$ cat src/rtl/rs_slot_allocator.sv
// rs_slot_allocator
// Occupancy owner for a DEPTH-entry reservation station. Offers the ALLOC_W
// lowest-index free slots to in-order dispatch lanes and retires slots that
// issue releases. Allocation and release both take effect at the next edge.
// The offer is never bypassed from same-cycle releases.
// Optional feature macro: RS_ALLOC_STATS_EN (adds stall_cycles, peak_occupancy).
module rs_slot_allocator #(
   parameter int DEPTH   = 8,
   parameter int ALLOC_W = 2,
   parameter int FREE_W  = 2,
   localparam int IDX_W  = $clog2(DEPTH)
) (
   input  logic                      clk,
   input  logic                      reset,
   input  logic                      flush,
   input  logic [ALLOC_W-1:0]        alloc_req,
   output logic [ALLOC_W-1:0]        alloc_ready,
   output logic [ALLOC_W*IDX_W-1:0]  alloc_idx,
   input  logic [FREE_W-1:0]         free_valid,
   input  logic [FREE_W*IDX_W-1:0]   free_idx,
   output logic [DEPTH-1:0]          occupied,
   output logic [IDX_W:0]            free_count,
   output logic                      full,
   output logic                      empty,
   output logic                      double_free_err
`ifdef RS_ALLOC_STATS_EN
   ,
   output logic [31:0]               stall_cycles,
   output logic [IDX_W:0]            peak_occupancy
`endif
);

   localparam logic [IDX_W:0] DEPTH_C = (IDX_W+1)'(DEPTH);

   // Number of set bits in an occupancy vector.
   function automatic logic [IDX_W:0] popcount(input logic [DEPTH-1:0] v);
      logic [IDX_W:0] n;
      n = '0;
      for (int i = 0; i < DEPTH; i++) begin
         n = n + {{IDX_W{1'b0}}, v[i]};
      end
      return n;
   endfunction

   logic [DEPTH-1:0] occ_r;
   logic [IDX_W:0]   cnt_r;
   logic             full_r;
   logic             empty_r;
   logic             dbl_err_r;

   logic [IDX_W-1:0] offer_idx_s [ALLOC_W];
   logic [IDX_W:0]   seen_s;
   logic             chain_s;
   logic [DEPTH-1:0] fire_mask_s;
   logic [DEPTH-1:0] free_mask_s;
   logic [FREE_W-1:0] match_s;
   logic             dbl_s;
   logic [DEPTH-1:0] occ_next_s;

   // Scan the registered mask for the first ALLOC_W zero bits, lowest index first.
   always_comb begin
      seen_s = '0;
      for (int k = 0; k < ALLOC_W; k++) begin
         offer_idx_s[k] = '0;
      end
      for (int i = 0; i < DEPTH; i++) begin
         for (int k = 0; k < ALLOC_W; k++) begin
            offer_idx_s[k] = (!occ_r[i] && (seen_s == (IDX_W+1)'(k))) ? IDX_W'(i)
                                                                       : offer_idx_s[k];
         end
         seen_s = seen_s + {{IDX_W{1'b0}}, ~occ_r[i]};
      end
   end

   // Per-lane readiness, offered index and in-order (prefix) fire mask.
   always_comb begin
      alloc_ready = '0;
      alloc_idx   = '0;
      fire_mask_s = '0;
      chain_s     = 1'b1;
      for (int k = 0; k < ALLOC_W; k++) begin
         alloc_ready[k] = (cnt_r > (IDX_W+1)'(k)) && !flush && !reset;
         alloc_idx[k*IDX_W +: IDX_W] = alloc_ready[k] ? offer_idx_s[k] : {IDX_W{1'b0}};
         chain_s = chain_s & alloc_req[k] & alloc_ready[k];
         fire_mask_s = fire_mask_s |
                       (chain_s ? (DEPTH'(1'b1) << offer_idx_s[k]) : {DEPTH{1'b0}});
      end
   end

   // Decode releases; releasing a free or out-of-range slot flags an error.
   always_comb begin
      free_mask_s = '0;
      match_s     = '0;
      dbl_s       = 1'b0;
      for (int p = 0; p < FREE_W; p++) begin
         for (int i = 0; i < DEPTH; i++) begin
            match_s[p] = match_s[p] |
                         (free_valid[p] && (free_idx[p*IDX_W +: IDX_W] == IDX_W'(i)));
            free_mask_s[i] = free_mask_s[i] |
                             (free_valid[p] && (free_idx[p*IDX_W +: IDX_W] == IDX_W'(i)) && occ_r[i]);
            dbl_s = dbl_s |
                    (free_valid[p] && (free_idx[p*IDX_W +: IDX_W] == IDX_W'(i)) && !occ_r[i]);
         end
         dbl_s = dbl_s | (free_valid[p] & ~match_s[p]);
      end
      occ_next_s = (occ_r | fire_mask_s) & ~free_mask_s;
   end

   // Occupancy state: reset, then flush, then normal alloc/release update.
   always_ff @(posedge clk) begin
      if (reset) begin
         occ_r     <= '0;
         cnt_r     <= DEPTH_C;
         full_r    <= 1'b0;
         empty_r   <= 1'b1;
         dbl_err_r <= 1'b0;
      end else if (flush) begin
         occ_r     <= '0;
         cnt_r     <= DEPTH_C;
         full_r    <= 1'b0;
         empty_r   <= 1'b1;
         dbl_err_r <= dbl_err_r;
      end else begin
         occ_r     <= occ_next_s;
         cnt_r     <= DEPTH_C - popcount(occ_next_s);
         full_r    <= &occ_next_s;
         empty_r   <= ~|occ_next_s;
         dbl_err_r <= dbl_err_r | dbl_s;
      end
   end

   assign occupied        = occ_r;
   assign free_count      = cnt_r;
   assign full            = full_r;
   assign empty           = empty_r;
   assign double_free_err = dbl_err_r;

`ifdef RS_ALLOC_STATS_EN
   logic [31:0]    stall_r;
   logic [IDX_W:0] peak_r;
   logic [IDX_W:0] in_use_s;

   assign in_use_s = DEPTH_C - cnt_r;

   // Saturating stall counter and high-water mark; only reset clears them.
   always_ff @(posedge clk) begin
      if (reset) begin
         stall_r <= '0;
         peak_r  <= '0;
      end else begin
         if (alloc_req[0] && !alloc_ready[0] && (stall_r != 32'hFFFF_FFFF)) begin
            stall_r <= stall_r + 32'd1;
         end else begin
            stall_r <= stall_r;
         end
         peak_r <= (in_use_s > peak_r) ? in_use_s : peak_r;
      end
   end

   assign stall_cycles   = stall_r;
   assign peak_occupancy = peak_r;
`endif

endmodule

$ cat config.mk
export PLATFORM = sky130hd
export DESIGN_NAME = rs_slot_allocator
export DESIGN_NICKNAME = d
export VERILOG_FILES = /design/src/rtl/rs_slot_allocator.sv
export SDC_FILE = /design/constraint.sdc
export NUM_CORES = 1
export LEC_CHECK = 0
export ABC_AREA = 1
export BUFFER_PORTS_ARGS = -buffer_cell sky130_fd_sc_hd__buf_2
export CORE_MARGIN = 2
export CORE_UTILIZATION = 57
export CTS_CLUSTER_SIZE = 16
export DETAILED_ROUTE_END_ITERATION = 8
export GPL_ROUTABILITY_DRIVEN = 0
export PLACE_DENSITY = 0.81
export SLEW_MARGIN = 25
export SYNTH_ARGS = -nofsm -noshare
export SYNTH_HDL_FRONTEND = slang
export SYNTH_SLANG_ARGS = --single-unit
$ cat constraint.sdc
create_clock -name clk -period 8.2 [get_ports clk]
set_clock_uncertainty 0.15 [all_clocks]
set_input_delay 1.64 -clock clk [delete_from_list [all_inputs] [get_ports clk]]
set_output_delay 1.64 -clock clk [all_outputs]
set_load 0.05 [all_outputs]
# == Word-level counts from Yosys, hierarchy flattened ==
# Index checks and enable logic that the tools add are counted.
# Widths: inputs -> output; s select.
# word_totals
reg_bits,15
latch_bits,0
mem_bits_rw,0
mem_bits_ro,0
input_bits,13
mem_count,0
# op_classes
add_sub_neg,14
n_mul,0
div_mod_pow,0
magnitude_cmp,2
eq_ne,20
shifts,2
muxes,18
n_bitwise,58
n_reduce_logical,89
# op_table
cell,count
$logic_and 1x1->1,66
$or 1x1->1,40
$mux 3,10
$add 4x1->4,7
$logic_not 4->1,7
$eq 3x3->1 const B,8
$eq 4x1->1 const B,4
$mux 8,2
$or 8x8->8,2
$shl 1x3->8 const A,2
$eq 3x2->1 const B,4
$logic_not 1->1,11
$eq 3x1->1 const B,3
$not 1->1,9
$add 3x1->4,2
$and 8x8->8,1
$gt 4x1->1 const B,2
$mux 2,4
$not 8->8,1
$reduce_and 8->1,1
$reduce_or 8->1,1
$add 2x1->3,2
$logic_not 3->1,2
$and 1x1->1,5
5 further kinds,7

# == Logic depth before layout (Yosys ltp) ==
# Gate-level depths: netlist (run 1).
# logic_depth
depth_word,23
mapped_depth,31
depth_no_buf,31

# == Worst setup path after synthesis (run 1) ==
# Ideal clock, no wire load.
# synth_path
path_kind,register to register
startpoint,reg occ_r[0] (netlist: occupied[0])
endpoint,reg cnt_r[3] (netlist: free_count[3])
t_arrival_ns,5.846
slack_ns,2.081
stages_incl_launch_ff,23
path_buffers,0
period_less_slack_ns,6.119
cell_sequence,dfxtp_1 -> fa_1 -> inv_1 -> ha_1 -> ha_1 -> ha_1 -> ha_1 -> ha_1 -> or2_2 -> nor2_1 -> nand4_4 -> nand2_1 -> nor2_1 -> nand2_1 -> a31o_2 -> inv_1 -> fa_1 -> inv_1 -> ha_1 -> fa_1 -> fa_1 -> ha_1 -> or2_2
# synth_between
elab_cells_between_ends,67
cone_classes,14 x add/sub; 6 x eq/ne; 2 x shift; 16 x mux; 6 x bitwise; 23 x reduce/logical
# synth_rtl
element,line,text
"start, declared",45,logic [DEPTH-1:0] occ_r;
"start signal, assigned",124,occ_r <= occ_next_s;
$not 1->1 (*),71,"seen_s = seen_s + {{IDX_W{1'b0}}, ~occ_r[i]};"
$add 1x1->2 or $logic_not 4->1 (tied branches),"71, 68",
"$add 2x1->3, or another cell as far along",71,
"$add 3x1->4, or another cell as far along",71,
"$add 4x1->4, or another cell as far along (3 in series)",71,
"$eq 4x1->1, or another cell as far along",68,offer_idx_s[k] = (!occ_r[i] && (seen_s == (IDX_W+1)'(k))) ? IDX_W'(i)
$logic_and 1x1->1 or $mux 3 (tied branches),68,
$mux 3,68,
$shl 1x3->8,86,(chain_s ? (DEPTH'(1'b1) << offer_idx_s[k]) : {DEPTH{1'b0}});
$mux 8,86,
$or 8x8->8 (*),85,fire_mask_s = fire_mask_s |
$or 8x8->8 (*),106,occ_next_s = (occ_r | fire_mask_s) & ~free_mask_s;
$and 8x8->8 (*),106,
named net occ_next_s[4],58,logic [DEPTH-1:0] occ_next_s;
$add 4x1->4 (*) (4 in series),40,"n = n + {{IDX_W{1'b0}}, v[i]};"
$sub 4x4->4 (*),125,cnt_r <= DEPTH_C - popcount(occ_next_s);
"end signal, assigned",125,
"end, declared",46,logic [IDX_W:0] cnt_r;
# The timed path passes the listed nets; every way through them passes the cells marked *.
# A chain may end at the register's enable or synchronous reset.

# == Worst setup path after layout (run 1) ==
# layout_path
startpoint,reg occ_r[0] (netlist: occupied[0])
endpoint,reg cnt_r[3] (netlist: free_count[3])
# layout_between
elab_cells_between_ends,67
cone_classes,14 x add/sub; 6 x eq/ne; 2 x shift; 16 x mux; 6 x bitwise; 23 x reduce/logical
# layout_rtl
element,line
$not 1->1 (*),71
$add 1x1->2 or $logic_not 4->1 (tied branches),"71, 68"
"$add 2x1->3, or another cell as far along",71
"$add 3x1->4, or another cell as far along",71
"$add 4x1->4, or another cell as far along (3 in series)",71
"$eq 4x1->1, or another cell as far along",68
$logic_and 1x1->1 or $mux 3 (tied branches),68
$mux 3,68
$shl 1x3->8,86
$mux 8,86
$or 8x8->8 (*),85
$or 8x8->8 (*),106
$and 8x8->8 (*),106
named net occ_next_s[5],58
$add 4x1->4 (*) (3 in series),40
$sub 4x4->4 (*),125
# Marked as above.

==> results of run 1 <==
## through the flow
step | total power (uW) | instances | hold WS, ns | worst slack (ns) | utilization, %
finish | 262 | 395 | 0.331 | 2.03 | 66.7
global placement | 216 | 391 | 0.298 | 2.22 | 65.8
CTS | 263 | 395 | 0.334 | 2.02 | 66.7
floorplan | 192 | 311 | 0.524 | 2.08 | -
detailed placement | 219 | 391 | 0.319 | 2.07 | 65.8
global route | 284 | 395 | 0.356 | 1.66 | 66.7
## kinds of logic (layout without fill, tap and decap cells)
kind of cell	Yosys count	in the layout	share of synthesized area (%)
adder cells (fa/ha/maj)	22	22	15.7
AO/OA/AOI/OAI	34	34	10.5
buffers and inverters	57	95	11.0
flip-flops	15	15	15.4
AND/OR/NAND/NOR	183	183	47.5
## registers in the layout, summed over array words and instances, names as in the netlist
signal,flops
occupied,8
free_count,4
double_free_err,1
empty,1
full,1
## worst paths after layout
kind,start,endpoint,depth (start not counted)
max,occupied[0],free_count[3],21
min,double_free_err,double_free_err,2
max reg2reg,occupied[0],free_count[3],21
min reg2reg,double_free_err,double_free_err,2
## critical path, cell delays in order, from the launching register on
cell and delay [ns]:
dfxtp_1 0.40, fa_1 0.57, inv_1 0.07, ha_1 0.31, ha_1 0.32, ha_1 0.33, ha_1 0.23, ha_1 0.28
or2_2 0.30, nor2_1 0.17, nand4_4 0.19, a21oi_1 0.26, nand2_1 0.09, a31o_2 0.26, inv_1 0.10, fa_1 0.43
inv_1 0.07, ha_1 0.17, fa_1 0.46, fa_1 0.44, ha_1 0.18, or2_2 0.28
## Yosys cell counts, types with 2 or more instances
| master | number | area, sq um |
|---|---|---|
| a21oi_1 | 11 | 55.1 |
| a31o_2 | 2 | 17.5 |
| a31oi_1 | 2 | 12.5 |
| dfxtp_1 | 15 | 300 |
| fa_1 | 4 | 80.1 |
| ha_1 | 18 | 225 |
| inv_1 | 47 | 176 |
| inv_2 | 9 | 33.8 |
| nand2_1 | 74 | 278 |
| nand2_2 | 21 | 131 |
| nand2_4 | 3 | 33.8 |
| nand3_1 | 22 | 110 |
| nand3_2 | 6 | 60.1 |
| nand4_1 | 2 | 12.5 |
| nand4_4 | 2 | 42.5 |
| nor2_1 | 36 | 135 |
| nor2_2 | 5 | 31.3 |
| nor3_1 | 5 | 25.0 |
| o21ai_0 | 6 | 30.0 |
| o22ai_1 | 7 | 43.8 |
| o31ai_1 | 2 | 15.0 |
| or2_2 | 2 | 12.5 |
## metal layers
metal	share of wire (%)	global-route usage [%]	up-vias
met1	44	27.0	920
met4	2.4	9.17	0
met3	2.7	3.60	13
met5	0	0	-
li1	-	-	1067
met2	51	46.5	37
## power breakdown
group	internal, uW	switching, uW	leakage, uW
Sequential	76.5	2.24	0.000122
Combinational	43.9	95.3	0.00101
Clock	18.5	25.2	0.0000139
## area by class of cell
cell class / instances / area [sq um] / share of cell area (%)
clock inverter: 1 / 7.51 / 0.340
timing repair buffer: 35 / 175 / 7.93
clock buffer: 3 / 22.5 / 1.02
multi-input combinational: 239 / 1440 / 65.0
tap: 46 / 57.6 / 2.60
inverter: 56 / 210 / 9.51
sequential: 15 / 300 / 13.6
==> metrics.md, run 1 <==
| Metric | Value |
|---|---|
| Worst Setup Path Type | `reg2reg` |
| Max-slew headroom | `76.2%` |
| CTS root buffer | `clkbuf_4` |
| Synth warn | `0` |
| Die area | `3910 sq um` |
| Startpoint Class | `flop` |
| Vias per cell | `5.16` |
| Clock tree buffer depth | `2` |
| Asr flop ratio synth | `0%` |
| CTS Buf Count | `3` |
| Total track usage | `24.4%` |
| # port buffers | `35` |
| Largest net degree at the start of global routing | `14` |
| Hold Buf Count CTS | `0` |
| Via count | `2037` |
| Die Span Y | `62.5 um` |
| Minimum clock period | `6.17 ns` |
| HP Class | `reg2reg` |
| First-pass GRT wire length | `7.87 mm` |
| CTS tree | `built` |
| # diodes | `0` |
| Clk pin slew, worst setup/hold paths | `0.10 ns` |
| Core area | `3310 sq um` |
| Rows | `21` |
| Drc violations | `0` |
| Synth Area per Inst | `6.27 sq um` |
| FF-to-FF setup slack | `2.03 ns` |
| Fill count | `354` |
| Unrepaired setup endpoints after global routing | `false` |
| Peak supply drop | `0.0000860 V` |
| Post-CTS Resized | `0` |
| Initial antenna violation count | `0` |
| Number of synthesized flops with an enable pin | `0` |
| Post-route ant nets | `0` |
| LEAKAGE | `0.00114 uW` |
| I/O pins | `36` |
| Final Setup Violations | `0` |
| PwrDens | `118 nW/um^2` |
| Starting DRT DRC Count | `100` |
| Slew @ Worst Pin | `0.352 ns` |
| Final Cycle Share | `75.3%` |
| Fin. Hold Viols | `0` |
| H-tree depth | `1` |
| Synth Cell Area | `1950 sq um` |
| Post-synthesis sequential area ratio | `15.4%` |
| Placed Area | `2180 sq um` |
| Nets | `385` |
| Synthesis-stage register bit count | `15` |
| Area Overhead vs Synth | `13.3%` |
| Layout cells sized above 1 | `26.6%` |
| Worst endpoint required time | `8.23 ns` |
| Synthesized netlist cell count | `311` |
| Final instance area | `2210 sq um` |
| Vias in the first global route | `1967` |
| Worst-Skew Late Latency | `0.29 ns` |
| CP Capture Type | `flop` |
| DP Wirelength | `3.95 mm` |
| Die X | `62.5 um` |
| Total congestion overflow | `0` |
| Final slew viol count | `0` |
| Ys flop type | `dfxtp_1` |
| WL per Instance | `11.4 um` |
| Arr. time, crit path | `6.20 ns` |
| Status | `finished clean` |
| CTS Sinks | `15` |
| Initial Util | `58.9%` |
| Setup_tns | `0 ns` |
| Commonest non-fill, non-tap cell in the layout | `nand2_1` |
| Syn nets | `346` |
| Most frequent cells in the layout | `74 x nand2_1, 47 x inv_1, 36 x nor2_1` |
| Pre-antenna DRT Iters | `4` |
| Fmax | `162 MHz` |
| Detailed Route WL | `4.51 mm` |
| Cell variety after synth | `32` |
| Crit path max fanout | `9` |
| # Max-Cap Violations | `0` |
| Post-CTS setup buffers | `0` |
No activity file was read; power rests on OpenSTA's default activity.
==> inputs of run 2 (changes only) <==
--- a/config.mk
+++ b/config.mk
@@ -8,11 +8,11 @@
 export ABC_AREA = 1
 export BUFFER_PORTS_ARGS = -buffer_cell sky130_fd_sc_hd__buf_2
 export CORE_MARGIN = 2
-export CORE_UTILIZATION = 57
+export CORE_UTILIZATION = 51
 export CTS_CLUSTER_SIZE = 16
 export DETAILED_ROUTE_END_ITERATION = 8
 export GPL_ROUTABILITY_DRIVEN = 0
-export PLACE_DENSITY = 0.81
+export PLACE_DENSITY = 0.77
 export SLEW_MARGIN = 25
 export SYNTH_ARGS = -nofsm -noshare
 export SYNTH_HDL_FRONTEND = slang
==> constraint.sdc (replaced) <==
create_clock -name clk -period 5.3 [get_ports clk]
set_clock_uncertainty 0.15 [all_clocks]
set_input_delay 1.06 -clock clk [delete_from_list [all_inputs] [get_ports clk]]
set_output_delay 1.06 -clock clk [all_outputs]
set_load 0.05 [all_outputs]
==> run 2 against run 1 <==
Compared with the run above: sequential power rose by 52%; worst hold slack worse by 0.017 ns; clock power rose by 100%; design area rose by 17%; fmax increased by 17%; combinational power rose by 89%; total power up 80%; via count grew 4.1%; first-iteration DRC count grew 21%; wire length up 13%; die area increased by 11%.
==> metrics.md, run 2 (same netlist as run 1, synthesis figures left out) <==
| Metric | Value |
|---|---|
| Total congestion overflow | `0 (unchanged)` |
| Initial Util | `53.3% (-5.6 points)` |
| Drc violations | `0 (unchanged)` |
| # diodes | `0 (unchanged)` |
| Die X | `65.8 um (+5.4%)` |
| Clk pin slew, worst setup/hold paths | `0.06 ns (-0.04 ns)` |
| Die Span Y | `65.8 um (+5.4%)` |
| Commonest non-fill, non-tap cell in the layout | `nand2_1` |
| Fmax | `190 MHz (+17%)` |
| Hold Buf Count CTS | `0 (unchanged)` |
| # port buffers | `35 (unchanged)` |
| Final slew viol count | `0 (unchanged)` |
| First-pass GRT wire length | `8.76 mm (+11%)` |
| Max-slew headroom | `76.1% (-0.079 points)` |
| Fill count | `297 (-16%)` |
| Setup_tns | `0 ns (unchanged)` |
| Clock Power Share | `18.8% (+2.1 points)` |
| CTS tree | `built` |
| Max reg flops | `8 (unchanged)` |
| WHS | `0.314 ns (-0.0173 ns)` |
| PwrDens | `183 nW/um^2 (+54%)` |
| Core area | `3660 sq um (+11%)` |
| Fin. Hold Viols | `0 (unchanged)` |
| Largest net degree at the start of global routing | `13 (-1)` |
| Vias per cell | `5.09 (-1.4%)` |
| Clock tree buffer depth | `2 (unchanged)` |
| WL per Instance | `12.3 um (+7.4%)` |
| Rows | `22 (+4.8%)` |
| Post-route ant nets | `0 (unchanged)` |
| Final Cycle Share | `99.5% (+24 points)` |
| Peak supply drop | `0.000191 V (+120%)` |
| Most frequent cells in the layout | `67 x nand2_1, 41 x inv_1, 35 x buf_2` |
| Power Total | `472 uW (+80%)` |
| Starting DRT DRC Count | `121 (+21%)` |
| DR WL met2 | `2.48 mm (+7.6%)` |
| I/O pins | `36 (unchanged)` |
| Sequential share of power | `25.5% (-4.6 points)` |
| Util after Layout | `70.6% (+3.9 points)` |
| Initial antenna violation count | `0 (unchanged)` |
| Switching fraction of total power | `43.8% (-3.1 points)` |
| Gate power share | `55.6% (+2.4 points)` |
| Layout cells sized above 1 | `39.3% (+13 points)` |
| Startpoint Class | `flop` |
| DP Wirelength | `4.07 mm (+3.2%)` |
| Highest Signal Layer | `met4` |
| Wire length on met1 | `2.36 mm (+19%)` |
| Nets | `405 (+5.2%)` |
| H-tree depth | `1 (unchanged)` |
| Minimum clock period | `5.27 ns (-0.900 ns)` |
| Slew @ Worst Pin | `0.358 ns (+0.00579 ns)` |
| Worst slack, placed | `-0.0640 ns (-2.13 ns)` |
| Worst endpoint required time | `5.29 ns (-2.94 ns)` |
| CTS root buffer | `clkbuf_8` |
| CTS Buf Count | `3 (unchanged)` |
| Worst-Skew Late Latency | `0.24 ns (-0.05 ns)` |
| Total track usage | `25.3% (+0.91 points)` |
| Die area | `4340 sq um (+11%)` |
| HP Class | `reg2reg` |
| Unrepaired setup endpoints after global routing | `true` |
| CTS Sinks | `15 (unchanged)` |
| Final WS setup | `0.0290 ns (-2.00 ns)` |
| Via count | `2121 (+4.1%)` |
| Crit path max fanout | `6 (-3)` |
| # Max-Cap Violations | `0 (unchanged)` |
| P_int | `265 uW (+91%)` |
| Detailed Route WL | `5.11 mm (+13%)` |
| FF-to-FF setup slack | `0.03 ns (-2.00 ns)` |
| Pre-antenna DRT Iters | `4 (unchanged)` |
| Vias in the first global route | `2062 (+4.8%)` |
| Arr. time, crit path | `5.26 ns (-0.94 ns)` |
| Sw power | `207 uW (+69%)` |
| WL met3 | `177 um (+45%)` |
| Area Overhead vs Synth | `32.5%` |
| Status | `finished clean` |
| CP Capture Type | `flop` |
| Worst Setup Path Type | `reg2reg` |
| Final Setup Violations | `0 (unchanged)` |
| LEAKAGE | `0.00127 uW (+11%)` |
==> run 2: changes by cell type in the layout (fill, tap and decap cells not counted), sizes merged <==
cell,previous run,this run
clkinvlp,1,0
buf,35,55
clkbuf,3,4
==> run 2: power by group through the flow <==
stage                     Sequential, uW  Combinational (uW)  Clock (uW)
after floorplan                      143                 169           0
after global routing                 121                 292        96.8
final                                120                 263        89.1
after CTS                            121                 247        92.8
after detailed placement             123                 235           0
after global placement               123                 233           0
==> run 2: layout make-up <==
type                       count  area (sq um)  share of cell area (%)
clock buffer                   4          45.0                    1.74
inverter                      56           213                    8.23
multi-input combinational    239          1630                    62.9
sequential                    15           312                    12.1
tap                           48          60.1                    2.32
timing repair buffer          55           329                    12.7
==> run 2: worst max-delay path, cell delays in order, from the launching register on <==
cell	delay, ns
dfxtp_4	0.34
fa_1	0.57
inv_2	0.06
ha_4	0.27
ha_4	0.20
ha_4	0.28
ha_4	0.14
ha_4	0.19
or2_4	0.25
nor2_4	0.10
nand4_4	0.17
a21oi_4	0.21
nand2_2	0.09
a31o_4	0.26
inv_4	0.06
fa_1	0.41
inv_1	0.07
ha_2	0.16
fa_1	0.43
fa_2	0.37
ha_4	0.16
or2_4	0.23
==> run 2: final timing paths <==
kind	from	to	cells past startpoint
setup / recovery	occupied[2]	free_count[3]	21
hold / removal	double_free_err	double_free_err	2
setup reg to reg	occupied[2]	free_count[3]	21
hold reg to reg	double_free_err	double_free_err	2
==> run 2: metrics by stage <==
step | instances | cell area, sq um
final | 417 | 2580
after global placement | 403 | 2380
after CTS | 414 | 2520
after detailed placement | 403 | 2380
after global routing | 417 | 2580
after floorplan | 311 | 2080
==> run 2: per-layer routing <==
| metal | up-vias | global-route usage, % |
|---|---|---|
| li1 | 1108 | - |
| met1 | 964 | 32.7 |
| met2 | 41 | 44.2 |
| met3 | 8 | 3.41 |
| met4 | 0 | 6.25 |
| met5 | - | 0 |
==> run 2: timing repair <==
item | 4_1_cts | 5_1_grt
setup endpoints to repair | 1 | 3
hold endpoints to repair | 0 | 0
setup buffers | 7 | 3
pin swaps | 15 | 15
resized for setup | 8 | 14
==> inputs of run 3 (changes only) <==
--- a/config.mk
+++ b/config.mk
@@ -12,6 +12,7 @@
 export CTS_CLUSTER_SIZE = 16
 export DETAILED_ROUTE_END_ITERATION = 8
 export GPL_ROUTABILITY_DRIVEN = 0
+export HOLD_SLACK_MARGIN = 0.05
 export PLACE_DENSITY = 0.77
 export SLEW_MARGIN = 25
 export SYNTH_ARGS = -nofsm -noshare
==> constraint.sdc (replaced) <==
create_clock -name clk -period 5.3 [get_ports clk]
set_clock_uncertainty 0.15 [all_clocks]
set_input_delay 1.06 -clock clk [delete_from_list [all_inputs] [get_ports clk]]
set_output_delay 1.06 -clock clk [all_outputs]
set_load 0.005 [all_outputs]
==> run 3 against run 2 <==
Compared with the run above: flip-flop and latch count unchanged; clock power up 2%; critical endpoint unchanged; critical path depth is 2 higher.
==> metrics.md, run 3 (same netlist as run 1, synthesis figures left out) <==
| Metric | Value |
|---|---|
| Worst-Skew Late Latency | `0.24 ns (about the same)` |
| CTS root buffer | `clkbuf_8` |
| Arr. time, crit path | `5.26 ns (about the same)` |
| Final Cycle Share | `99.6% (+0.15 points)` |
| Via count | `2240 (+5.6%)` |
| # diodes | `0 (unchanged)` |
| Initial antenna violation count | `0 (unchanged)` |
| Power Total | `447 uW (-5.3%)` |
| Clk pin slew, worst setup/hold paths | `0.06 ns (about the same)` |
| Area Overhead vs Synth | `35.9%` |
| Clock tree buffer depth | `2 (unchanged)` |
| Final Instance Count excl. Fillers | `426 (+2.2%)` |
| H-tree depth | `1 (unchanged)` |
| # port buffers | `35 (unchanged)` |
| Critical Path End | `free_count[3]` |
| Die Span Y | `65.8 um (unchanged)` |
| CTS tree | `built` |
| Placed Area | `2330 sq um (-2.2%)` |
| Max-slew headroom | `73.3% (-2.8 points)` |
| Final slew viol count | `0 (unchanged)` |
| Peak supply drop | `0.000218 V (+14%)` |
| HP Class | `reg2reg` |
| Pre-antenna DRT Iters | `4 (unchanged)` |
| WL per Instance | `13.4 um (+9.6%)` |
| LEAKAGE | `0.00132 uW (+4.1%)` |
| Crit path launch | `occupied[2]` |
| CTS Sinks | `15 (unchanged)` |
| DP Wirelength | `4.14 mm (+1.6%)` |
| Final Setup Violations | `0 (unchanged)` |
| CP Capture Type | `flop` |
| Layout cells sized above 1 | `40.2% (+0.92 points)` |
| Starting DRT DRC Count | `176 (+45%)` |
| Slew @ Worst Pin | `0.400 ns (+0.0419 ns)` |
| Post-route ant nets | `0 (unchanged)` |
| Final instance area | `2650 sq um (+2.6%)` |
| Rows | `22 (unchanged)` |
| Unrepaired setup endpoints after global routing | `true` |
| First-pass GRT wire length | `8.80 mm (+0.47%)` |
| Placed cells | `401 (-0.50%)` |
| Drc violations | `0 (unchanged)` |
| Die X | `65.8 um (unchanged)` |
| Util after Layout | `72.4% (+1.8 points)` |
| FF-to-FF End | `free_count[3]` |
| Nets | `414 (+2.2%)` |
| Vias per cell | `5.26 (+3.4%)` |
| Fmax | `189 MHz (-0.15%)` |
| Total track usage | `25.9% (+0.60 points)` |
| I/O pins | `36 (unchanged)` |
| Vias in the first global route | `2074 (+0.58%)` |
| PwrDens | `169 nW/um^2 (-7.7%)` |
| Most frequent cells in the layout | `68 x nand2_1, 43 x inv_1, 35 x buf_2` |
| Initial Util | `53.3% (unchanged)` |
| Minimum clock period | `5.28 ns (+0.00809 ns)` |
| Worst Setup Path Type | `reg2reg` |
| # Max-Cap Violations | `0 (unchanged)` |
| Max reg flops | `8 (unchanged)` |
| Reg2reg start | `occupied[2]` |
| Startpoint Class | `flop` |
| Largest net degree at the start of global routing | `13 (unchanged)` |
| Status | `finished clean` |
| Hold Buf Count CTS | `0 (unchanged)` |
| FF-to-FF path depth | `23 (+9.5%)` |
| Total congestion overflow | `0 (unchanged)` |
| Crit path max fanout | `6 (unchanged)` |
| Detailed Route WL | `5.73 mm (+12%)` |
| Worst endpoint required time | `5.29 ns (about the same)` |
| FF-to-FF setup slack | `0.02 ns (about the same)` |
| Commonest non-fill, non-tap cell in the layout | `nand2_1` |
| CTS Buf Count | `3 (unchanged)` |
| Core area | `3660 sq um (unchanged)` |
| Fin. Hold Viols | `0 (unchanged)` |
| Die area | `4340 sq um (unchanged)` |
| WHS | `0.314 ns (+0.000304 ns)` |
==> run 3: changes by cell type in the layout (fill, tap and decap cells not counted), sizes merged <==
cell / before / now
buf: 55 / 64
==> run 3: where the power goes <==
group / internal (uW) / total [uW] / switching (uW) / leakage, uW
Combinational: 96.8 / 235 / 138 / 0.00117
Clock: 53.2 / 90.7 / 37.5 / 0.0000228
Sequential: 119 / 122 / 3.15 / 0.000123
Total: 269 / 447 / 179 / 0.00132
==> run 3: final cells by class <==
| class | instances | area (sq um) |
|---|---|---|
| clock buffers | 4 | 45.0 |
| fillers | 310 | 1010 |
| inverters | 56 | 213 |
| multi-input cells | 239 | 1630 |
| flip-flops and latches | 15 | 303 |
| well taps | 48 | 60.1 |
| repair buffers | 64 | 397 |
==> run 3: critical path, cell delays in order (launching register included) <==
cell     delay, ns
dfxtp_2       0.33
fa_1          0.57
inv_2         0.06
ha_4          0.28
ha_4          0.20
ha_4          0.27
ha_4          0.14
ha_4          0.19
or2_4         0.25
nor2_4        0.11
nand4_4       0.18
nand3_2       0.12
inv_1         0.05
nand2_1       0.08
nand3_2       0.09
nand2_2       0.09
inv_2         0.07
fa_1          0.51
inv_1         0.06
ha_2          0.17
fa_1          0.47
fa_2          0.34
ha_2          0.18
or2_4         0.21
==> run 3: metrics by stage <==
| step | setup WS, ns | TNS (ns) |
|---|---|---|
| after floorplan | 0.0527 | 0 |
| after global placement | 0.0389 | 0 |
| after detailed placement | -0.0404 | -0.0404 |
| after CTS | 0.00571 | 0 |
| after global routing | -0.140 | -0.298 |
| final | 0.0209 | 0 |
==> run 3: how the worst min path moves through the flow <==
stage | startpoint | to | depth (start not counted)
global route | double_free_err | double_free_err | 2
CTS | double_free_err | double_free_err | 2
global placement | double_free_err | double_free_err | 2
detailed placement | double_free_err | double_free_err | 2
finish | double_free_err | double_free_err | 2
floorplan | double_free_err | double_free_err | 2
==> run 3: repair_timing <==
item	4_1_cts	5_1_grt
pin swaps	21	20
gates resized for setup	11	16
setup endpoints to repair	1	3
buffers inserted	14	7
==> run 3: per-layer routing <==
metal	wire length, um	track usage [%]
met5	0	0
met2	2890	47.3
met3	341	4.43
met4	144	5.47
met1	2350	31.5
